<file path="config.mk">
export PLATFORM = sky130hd
export DESIGN_NAME = decode_stage
export DESIGN_NICKNAME = d
export VERILOG_FILES = /design/src/rtl/riscv_pkg.sv /design/src/rtl/register_file.sv /design/src/rtl/decode_stage.sv
export SDC_FILE = /design/constraint.sdc
export NUM_CORES = 2
export LEC_CHECK = 0
export BUFFER_PORTS_ARGS = -buffer_cell sky130_fd_sc_hd__buf_2
export CAP_MARGIN = 20
export CORE_MARGIN = 1.5
export CORE_UTILIZATION = 40
export CTS_BUF_LIST = sky130_fd_sc_hd__clkbuf_4
export DETAILED_ROUTE_END_ITERATION = 10
export PLACE_DENSITY_LB_ADDON = 0.25
export SYNTH_ARGS = -nofsm -noshare
export SYNTH_HDL_FRONTEND = slang
export SYNTH_SLANG_ARGS = --single-unit
</file>
<file path="constraint.sdc">
create_clock -name clk -period 60.3 [get_ports clk]
set_input_delay 12.06 -clock clk [delete_from_list [all_inputs] [get_ports clk]]
set_output_delay 12.06 -clock clk [all_outputs]
set_load 0.02 [all_outputs]
</file>
<file path="src/rtl/riscv_pkg.sv">
// riscv_pkg: shared RV32I opcodes, control encodings, immediate formats and ID/EX layout
package riscv_pkg;
  localparam logic [6:0] OP_R      = 7'b0110011;
  localparam logic [6:0] OP_I      = 7'b0010011;
  localparam logic [6:0] OP_LOAD   = 7'b0000011;
  localparam logic [6:0] OP_STORE  = 7'b0100011;
  localparam logic [6:0] OP_BRANCH = 7'b1100011;
  localparam logic [6:0] OP_JAL    = 7'b1101111;
  localparam logic [6:0] OP_JALR   = 7'b1100111;
  localparam logic [6:0] OP_LUI    = 7'b0110111;
  localparam logic [2:0] ALU_ADD = 3'b000;
  localparam logic [2:0] ALU_SUB = 3'b001;
  localparam logic [2:0] ALU_AND = 3'b010;
  localparam logic [2:0] ALU_OR  = 3'b011;
  localparam logic [2:0] ALU_SLT = 3'b101;
  localparam logic [1:0] RES_ALU = 2'b00;
  localparam logic [1:0] RES_MEM = 2'b01;
  localparam logic [1:0] RES_PC4 = 2'b10;
  typedef enum logic [2:0] {IMM_I, IMM_S, IMM_B, IMM_J, IMM_U} imm_fmt_t;
  typedef struct packed {
    logic       reg_write;
    logic       mem_write;
    logic       alu_src;
    logic       branch;
    logic       jal;
    logic       jalr;
    logic [1:0] result_src;
    logic [2:0] alu_ctrl;
    imm_fmt_t   imm_fmt;
  } ctrl_t;
  typedef struct packed {
    logic        reg_write;
    logic        mem_write;
    logic        alu_src;
    logic [1:0]  result_src;
    logic [2:0]  alu_ctrl;
    logic [31:0] rd1;
    logic [31:0] rd2;
    logic [31:0] imm;
    logic [31:0] pc4;
    logic [4:0]  rd;
    logic [4:0]  rs1;
    logic [4:0]  rs2;
  } idex_t;
  function automatic logic [31:0] imm_ext(input logic [31:0] i, input imm_fmt_t f);
    return f == IMM_S ? {{20{i[31]}}, i[31:25], i[11:7]} :
           f == IMM_B ? {{19{i[31]}}, i[31], i[7], i[30:25], i[11:8], 1'b0} :
           f == IMM_J ? {{11{i[31]}}, i[31], i[19:12], i[20], i[30:21], 1'b0} :
           f == IMM_U ? {i[31:12], 12'b0} :
                        {{20{i[31]}}, i[31:20]};
  endfunction
endpackage

</file>
<file path="src/rtl/register_file.sv">
// register_file: 32x32 regs, two async read ports with write-through bypass, x0 hardwired to zero
module register_file (
  input  logic        clk,
  input  logic        rst,
  input  logic        we,
  input  logic [4:0]  wa,
  input  logic [31:0] wd,
  input  logic [4:0]  ra1,
  input  logic [4:0]  ra2,
  output logic [31:0] rd1,
  output logic [31:0] rd2
);
  logic [31:0] regs [32];
  logic wr;
  assign wr = we && wa != 5'd0;
  always_ff @(posedge clk or posedge rst)
    if (rst)
      for (int i = 0; i < 32; i++) regs[i] <= '0;
    else if (wr)
      regs[wa] <= wd;
  assign rd1 = ra1 == 5'd0 ? '0 : (wr && wa == ra1) ? wd : regs[ra1];
  assign rd2 = ra2 == 5'd0 ? '0 : (wr && wa == ra2) ? wd : regs[ra2];
endmodule

</file>
<file path="src/rtl/decode_stage.sv">
// decode_stage: RV32I decode with control, immediates, branch resolution and the ID/EX register
module decode_stage
  import riscv_pkg::*;
(
  input  logic        clk,
  input  logic        rst,
  input  logic [31:0] InstrD,
  input  logic [31:0] PCD,
  input  logic [31:0] PCPlus4D,
  input  logic        RegWriteW,
  input  logic [4:0]  RdW,
  input  logic [31:0] ResultW,
  input  logic [31:0] ALUResultM,
  input  logic        ForwardAD,
  input  logic        ForwardBD,
  input  logic        FlushE,
  output logic        PCSrcD,
  output logic        JalD,
  output logic [31:0] PCTargetD,
  output logic [4:0]  Rs1D,
  output logic [4:0]  Rs2D,
  output logic        RegWriteE,
  output logic        MemWriteE,
  output logic        ALUSrcE,
  output logic [1:0]  ResultSrcE,
  output logic [2:0]  ALUControlE,
  output logic [31:0] RD1E,
  output logic [31:0] RD2E,
  output logic [31:0] ImmExtE,
  output logic [31:0] PCPlus4E,
  output logic [4:0]  RdE,
  output logic [4:0]  Rs1E,
  output logic [4:0]  Rs2E
);
  logic [6:0] op, f7;
  logic [2:0] f3, f3_alu;
  logic f3_ok, taken;
  logic [31:0] rd1, rd2, imm, a, b, jalr_sum;
  ctrl_t c;
  idex_t d, e;
  assign op = InstrD[6:0];
  assign f3 = InstrD[14:12];
  assign f7 = InstrD[31:25];
  assign f3_ok = f3 == 3'b000 || f3 == 3'b111 || f3 == 3'b110 || f3 == 3'b010;
  assign f3_alu = f3 == 3'b111 ? ALU_AND : f3 == 3'b110 ? ALU_OR : f3 == 3'b010 ? ALU_SLT : ALU_ADD;
  always_comb begin
    c = '0;
    case (op)
      OP_R:
        if (f3_ok && (f7 == 7'h00 || (f7 == 7'h20 && f3 == 3'b000))) begin
          c.reg_write = 1'b1;
          c.alu_ctrl = f7[5] ? ALU_SUB : f3_alu;
        end
      OP_I:
        if (f3_ok) begin
          c.reg_write = 1'b1;
          c.alu_src = 1'b1;
          c.alu_ctrl = f3_alu;
        end
      OP_LOAD:
        if (f3 == 3'b010) begin
          c.reg_write = 1'b1;
          c.alu_src = 1'b1;
          c.result_src = RES_MEM;
        end
      OP_STORE:
        if (f3 == 3'b010) begin
          c.mem_write = 1'b1;
          c.alu_src = 1'b1;
          c.imm_fmt = IMM_S;
        end
      OP_BRANCH:
        if (f3[2:1] == 2'b00) begin
          c.branch = 1'b1;
          c.alu_ctrl = ALU_SUB;
          c.imm_fmt = IMM_B;
        end
      OP_JAL: begin
        c.reg_write = 1'b1;
        c.jal = 1'b1;
        c.result_src = RES_PC4;
        c.imm_fmt = IMM_J;
      end
      OP_JALR:
        if (f3 == 3'b000) begin
          c.reg_write = 1'b1;
          c.jalr = 1'b1;
          c.alu_src = 1'b1;
          c.result_src = RES_PC4;
        end
      OP_LUI: begin
        c.reg_write = 1'b1;
        c.alu_src = 1'b1;
        c.imm_fmt = IMM_U;
      end
      default: ;
    endcase
  end
  // lui reads x0 so the ALU produces 0 + imm
  assign Rs1D = op == OP_LUI ? 5'd0 : InstrD[19:15];
  assign Rs2D = InstrD[24:20];
  register_file u_rf (
    .clk(clk), .rst(rst), .we(RegWriteW), .wa(RdW), .wd(ResultW),
    .ra1(Rs1D), .ra2(Rs2D), .rd1(rd1), .rd2(rd2)
  );
  assign imm = imm_ext(InstrD, c.imm_fmt);
  assign a = ForwardAD ? ALUResultM : rd1;
  assign b = ForwardBD ? ALUResultM : rd2;
  assign taken = c.branch && ((a == b) ^ f3[0]);
  assign jalr_sum = a + imm;
  assign PCSrcD = !rst && (taken || c.jal || c.jalr);
  assign JalD = c.jal || c.jalr;
  assign PCTargetD = c.jalr ? {jalr_sum[31:1], 1'b0} : PCD + imm;
  assign d = '{reg_write: c.reg_write, mem_write: c.mem_write, alu_src: c.alu_src,
               result_src: c.result_src, alu_ctrl: c.alu_ctrl, rd1: rd1, rd2: rd2,
               imm: imm, pc4: PCPlus4D, rd: InstrD[11:7], rs1: Rs1D, rs2: Rs2D};
  always_ff @(posedge clk or posedge rst)
    if (rst) e <= '0;
    else e <= FlushE ? '0 : d;
  assign RegWriteE = e.reg_write;
  assign MemWriteE = e.mem_write;
  assign ALUSrcE = e.alu_src;
  assign ResultSrcE = e.result_src;
  assign ALUControlE = e.alu_ctrl;
  assign RD1E = e.rd1;
  assign RD2E = e.rd2;
  assign ImmExtE = e.imm;
  assign PCPlus4E = e.pc4;
  assign RdE = e.rd;
  assign Rs1E = e.rs1;
  assign Rs2E = e.rs2;
endmodule

</file>
* Word level (Yosys, flattened, before mapping) *
Index checks and enable logic that the tools add are counted.

operators by class
  equal/unequal tests = 19
  reductions and logical operators = 23
  magnitude comparators = 4
  bitwise operators = 4
  muxes and demuxes = 47
  add/sub/neg operators = 2

operators with widths
  kind                  count
  $bwmux W1024          1
  $mux W32              12
  $bmux W32 S5          2
  $demux W32 S5         1
  $mux W151             1
  $mux W31              4
  $add A32 B32 Y32      2
  $eq A32 B32 Y1        1
  $eq A7 B6 Y1 const B  4
  $eq A7 B7 Y1 const B  3
  $mux W3               7
  $ge A6 B6 Y1 const B  3
  $not A5 Y6            3
  $pmux W3 S4           1
  $mux W1               11
  $eq A5 B5 Y1          2
  $logic_not A5 Y1      2
  $pmux W1 S5           2
  $eq A3 B2 Y1 const B  3
  $eq A3 B3 Y1 const B  3
  $pmux W3 S3           1
  $logic_and A1 B1 Y1   8
  $eq A7 B2 Y1 const B  1
  $eq A7 B5 Y1 const B  1
  14 further kinds      20

word-level totals
  flip-flop bits (word level) = 1175
  word-level logic and storage cells = 143
  output and inout bits = 195
  input port bits = 171

* Depth between registers and ports, before layout *
  depth in word-level cells = 15
  mapped depth = 27
  gate-level depth less buffers = 22

* By module *
Synthesis repeated with hierarchy kept, for this count alone.

second synthesis, totals
  cell total of the unflattened synthesis = 4842
  area total of the unflattened synthesis = 64908.5 sq um

by module, submodules not included
  module         instances  area an instance (sq um)  cells an instance
  register_file  1          54976.5                   3807
  decode_stage   1          9932.0                    1035

* Worst setup path before layout *
No wires, ideal clock.

  kind = in2out
  start point = input port rst
  end point = output port PCSrcD
  stages = 3
  data required time = 48.240 ns
  setup slack = 10.174 ns
  arrival = 38.066 ns
  path through = inv_1 nand2_1 o311ai_1

between the ends
  cells in the longest elaborated chain, start to end = 2

RTL lines
  what                        line                 text
  from (decl)                 decode_stage.sv:6    input logic rst,
  $logic_not A1 Y1 (no line)  --
  $logic_and A1 B1 Y1         decode_stage.sv:111  assign PCSrcD = !rst && (taken || c.jal || c.jalr);
  to (decl)                   decode_stage.sv:17   output logic PCSrcD,

No other way between the ends.

* Worst setup path in the final report *
  start point = input port InstrD[17]
  end point = output port PCTargetD[27]

between the ends
  cells in the longest elaborated chain, start to end = 10

RTL lines
  what                                          line                 text
  from (decl)                                   decode_stage.sv:7    input logic [31:0] InstrD,
  $mux W5                                       decode_stage.sv:100  assign Rs1D = op == OP_LUI ? 5'd0 : InstrD[19:15];
  $not A5 Y6 (implied by the code)              register_file.sv:21  assign rd1 = ra1 == 5'd0 ? '0 : (wr && wa == ra1) ? wd : regs[ra1];
  $bmux W32 S5                                  register_file.sv:21
  $mux W32 (implied by the code) (2 in series)  register_file.sv:21
  $mux W32 (2 in series)                        register_file.sv:21
  $mux W32                                      decode_stage.sv:107  assign a = ForwardAD ? ALUResultM : rd1;
  $add A32 B32 Y32                              decode_stage.sv:110  assign jalr_sum = a + imm;
  $mux W32 *                                    decode_stage.sv:113  assign PCTargetD = c.jalr ? {jalr_sum[31:1], 1'b0} : PCD + imm;
  to (decl)                                     decode_stage.sv:19   output logic [31:0] PCTargetD,

Mark *: on every way between the ends. The rest lies on a longest branch, timed or not. The select of a mux whose other input is x is not followed.

==> impl_summary.md <==
Route
The total number of vias is 54500. The routed design has roughly 280000 µm of wire. The first detailed-routing pass took 9 iterations. The number of remaining DRC errors is between 100 and 150. The detailed router finished its first iteration with 8493 violations. The mean routed wirelength per cell is 34.7 µm. The post-detailed-route count of antenna-violating nets is 0. Using the TritonRoute via totals, the vias-per-cell ratio works out to 6.65.

STA
The number of failing hold endpoints at the final stage is 0. The worst path in the final design needs a cycle of between 30 and 40 ns, including I/O delays and setup. At the pin with the least slew margin, the transition time is around 1.3 ns.

For the final routed database, the setup TNS stands at 0 ns. Across all setup checks in the final design, the least slack found is ~28 ns. Setup repair after global routing left no endpoint under its margin. The largest clock skew in the final design is 0.0983 ns. The final-report max-slew violation count is 0. The final cycle utilization of the critical path is 53.1%.

Headroom to the max-slew limit came out at 14.1%. The final setup violation count is 0. Static timing analysis puts the maximum clock frequency at around 0.031 GHz.

Die
The starting density of the core is between 40 and 50%. Pin placement for this block handled 366 I/O pins. In this run the vertical extent of the chip is 411 µm. The floorplan has 149 rows. The die footprint is 169000 µm². The placeable core region is 165000 µm². From left edge to right edge, the die measures between 400 and 500 µm.

Place
The number of port buffers is about 370. The placed instances occupy a cell area of 70000 µm². The HPWL after detailed placement is 180000 µm. At the placement stage, the worst setup path has a slack of about 29 ns.

The final RePlAce weighted congestion is around 1. Including well taps, the total number of placed cells is approximately 7600.

GRT
The total overflow left after global routing is 0. The wire length of the first global-routing pass is 399000 µm. The initial antenna violation count is 41.

Entering global routing, the biggest net connects 183 pins. Global routing consumed, over all layers together, between 30% and 40% of the routing resources. The via count of the first global-routing pass was 53300.

Clock network
The later pin in the worst-skew pair is clocked with a latency of 1.36 ns. The hold buffer count at CTS is 0. The number of instances resized during post-cts repair is 0. The number of buffers inserted during clock tree synthesis is 336. After clock tree synthesis, the clock-pin slew on the worst setup and hold paths is 0.06 ns. The total number of clock tree sinks is around 1200.

Counting along the longest clock path gives a buffer depth of 4. The library cell used as clock root buffer is sky130_fd_sc_hd__clkbuf_4. The clock tree from TritonCTS is built. The setup fix buffers added after clock tree synthesis is 0. The H-tree depth is 5.

Yosys
The area share of xor/xnor cells in the synthesized design is 1.16%. A synthesized cell averages 12.2 µm². The netlist area before placement is between 60000 and 70000 µm². The number of enable-type register cells in the synthesized netlist is 0.

The combinational family with the most area after synthesis is multiplexers. The synthesized netlist devotes under 10% of its cell area to adder and majority cells. Measured against the total synthesized area, the mux share comes to 31.3%. Counting every instance in the synthesized netlist gives between 5000 and 6000. For this run, the leading register cell type out of synthesis is sky130_fd_sc_hd__dfrtp_1. The distinct cell type count after synthesis is 107. The number of nets in the synthesized netlist is 5698. The synthesis-stage register bit count is 1175. The Yosys step of the flow raised 0 warnings. Counting flops with an async set or reset pin after synthesis yields a share of 100%. Summing the areas of all compound-gate instances in the mapped netlist gives 10.7% of the synthesized area. Summing the sequential cell areas from Yosys gives between 40% and 50% of the chip area. Summing the areas of all and, or, nand and nor instances in the mapped netlist gives 7.18% of the synthesized area.

Setup path
In this run the worst path has a maximum fanout of 48. The worst register-to-register path begins at u_rf.regs[25]. The worst setup path is launched from an input port. The cell repeated most along the worst path is sky130_fd_sc_hd__buf_4. The critical path is of the input port to output pin type. Counting both buffers and inverters, the worst setup path holds a total of 6. The sort of element at the end of the critical path is an output pin. At the worst endpoint, the required time is 48.24 ns. Among all stages on the critical path, the largest delay is contributed by sky130_fd_sc_hd__nand4_1.

The kind of cell with the highest combined delay on the critical path is buffers and inverters. Measured in cells, the most critical reg-to-reg path has a length of 7. The flop-to-flop setup slack is roughly 57 ns. On the worst path, the slowest cell contributes a delay of 0.81 ns. Data on the critical path arrives at its endpoint at 19.96 ns. The end of the worst register-to-register path is RD1E[25].

Status
The checks that failed: design-rule violations. The flow ran to the end, but the final reports show violations.

Power and ir drop
The cell area power density is 31.7 nW/µm². The total power consumption of the routed design is roughly 0.0024 W. The static leakage is 33.2 nW. IR analysis of the VDD net gives a maximum drop of 0.0000222 V.

Min path
The worst hold path begins at u_rf.regs[1019]. The worst min-delay path class is flop to flop. The number of cells on the worst hold path is 0. The path with the worst hold slack has its endpoint at u_rf.regs[1019].

Layout
The filler-free cell count of the finished design is 8196. The final net count is 6026. The number of filler instances in the final layout is 15400. The area growth from synthesis to layout is 11.5%. Cells with a size suffix above 1 make up 41.3% of the layout. The post-route standard cell area excluding fillers is ~74000 µm².

Flow run
Across the run, the number of max-cap violations was 0.
==> cell usage in the layout, fill, tap and decap left out, types with 64 or more instances in the layout <==
cell and count:
sky130_fd_sc_hd__a21oi_1 189, sky130_fd_sc_hd__a221oi_1 66, sky130_fd_sc_hd__buf_2 358, sky130_fd_sc_hd__buf_4 153, sky130_fd_sc_hd__clkbuf_4 484, sky130_fd_sc_hd__dfrtp_1 1175, sky130_fd_sc_hd__ha_1 64, sky130_fd_sc_hd__mux2_2 1024
sky130_fd_sc_hd__mux2i_1 199, sky130_fd_sc_hd__mux4_2 323, sky130_fd_sc_hd__nand2_1 288, sky130_fd_sc_hd__nor2_1 223, sky130_fd_sc_hd__nor2b_1 90, sky130_fd_sc_hd__o21ai_0 206, sky130_fd_sc_hd__o22ai_1 94
==> how the worst max path moves through the flow <==
stage	slack [ns]	cells after the start	start	endpoint
5_1_grt	28.06	24	InstrD[17]	PCTargetD[30]
3_3_place_gp	28.71	25	InstrD[17]	PCTargetD[27]
2_1_floorplan	10.17	3	rst	PCSrcD
6_report	28.28	25	InstrD[17]	PCTargetD[27]
3_5_place_dp	28.59	25	InstrD[17]	PCTargetD[27]
4_1_cts	28.57	25	InstrD[17]	PCTargetD[27]
==> report_power, final <==
group / switching (W) / internal, W / leakage [nW]
Sequential: 0.000108 / 0.000926 / 15.1
Combinational: 0.000301 / 0.000268 / 15.7
Clock: 0.000357 / 0.000391 / 2.41
Total: 0.000766 / 0.00159 / 33.2
==> synth_stat cells, types with 66 or more instances <==
cell,instances,area [µm²]
sky130_fd_sc_hd__mux2i_1,199,1990
sky130_fd_sc_hd__mux2_2,1024,11500
sky130_fd_sc_hd__buf_2,89,445
sky130_fd_sc_hd__dfrtp_1,1175,29400
sky130_fd_sc_hd__a221oi_1,66,578
sky130_fd_sc_hd__nor2b_1,94,588
sky130_fd_sc_hd__nand2_1,303,1140
sky130_fd_sc_hd__nor2_1,236,886
sky130_fd_sc_hd__clkbuf_1,340,1280
sky130_fd_sc_hd__a21oi_1,190,951
sky130_fd_sc_hd__o22ai_1,94,588
sky130_fd_sc_hd__mux4_2,323,7270
sky130_fd_sc_hd__o21ai_0,207,1040
==> routing by layer <==
layer  wire length [µm]  up-vias  global-route usage (%)
met4              18400       42                    18.7
met3              38100     1048                    12.4
li1                   -    21400                       -
met5                286        -                       0
met2             121000     4185                    48.3
met1             107000    27800                    42.1
==> cell families after synthesis <==
family                     count (synthesis)
AOI/OAI and AO/OA                       1033
adders and majority gates                 66
xor gates and xnor gates                  88
muxes                                   1546
buffers and inverters                    581
DFF                                     1175
and+or+nand+nor                          972
==> worst register-to-register path, stage by stage (launching register included) <==
cell                       delay (ns)
sky130_fd_sc_hd__dfrtp_1         0.39
sky130_fd_sc_hd__mux4_2          0.59
sky130_fd_sc_hd__a211o_1         0.29
sky130_fd_sc_hd__o311ai_0        0.22
sky130_fd_sc_hd__nor4_1          0.19
sky130_fd_sc_hd__a31oi_1         0.75
sky130_fd_sc_hd__a21o_1          0.43
sky130_fd_sc_hd__nor2_1          0.07
==> state kept, by name, indices dropped and copies added, names as in the netlist <==
register	count
u_rf.regs	1024
ImmExtE	32
PCPlus4E	32
RD1E	32
RD2E	32
RdE	5
Rs1E	5
Rs2E	5
ALUControlE	3
ResultSrcE	2
ALUSrcE	1
MemWriteE	1
RegWriteE	1
==> cell type report <==
| class | count | area (µm²) | share of cell area, % |
|---|---|---|---|
| Antenna cell | 15 | 37.5 | 0.0507 |
| Clock buffer | 481 | 3610 | 4.87 |
| Clock inverter | 60 | 420 | 0.567 |
| Inverter | 47 | 186 | 0.252 |
| Multi-Input combinational cell | 3705 | 34600 | 46.6 |
| Sequential cell | 1175 | 29400 | 39.7 |
| Tap cell | 2189 | 2740 | 3.70 |
| Timing Repair Buffer | 524 | 3150 | 4.25 |
==> metrics by stage <==
stage / utilization [%] / hold slack, ns
6_report: 44.9 / 0.406
5_1_grt: 44.9 / 0.405
4_1_cts: 44.8 / 0.401
3_5_place_dp: 42.4 / 0.385
3_3_place_gp: 42.4 / 0.385
2_1_floorplan: - / 0.446
No activity file was read; power rests on OpenSTA's default activity.
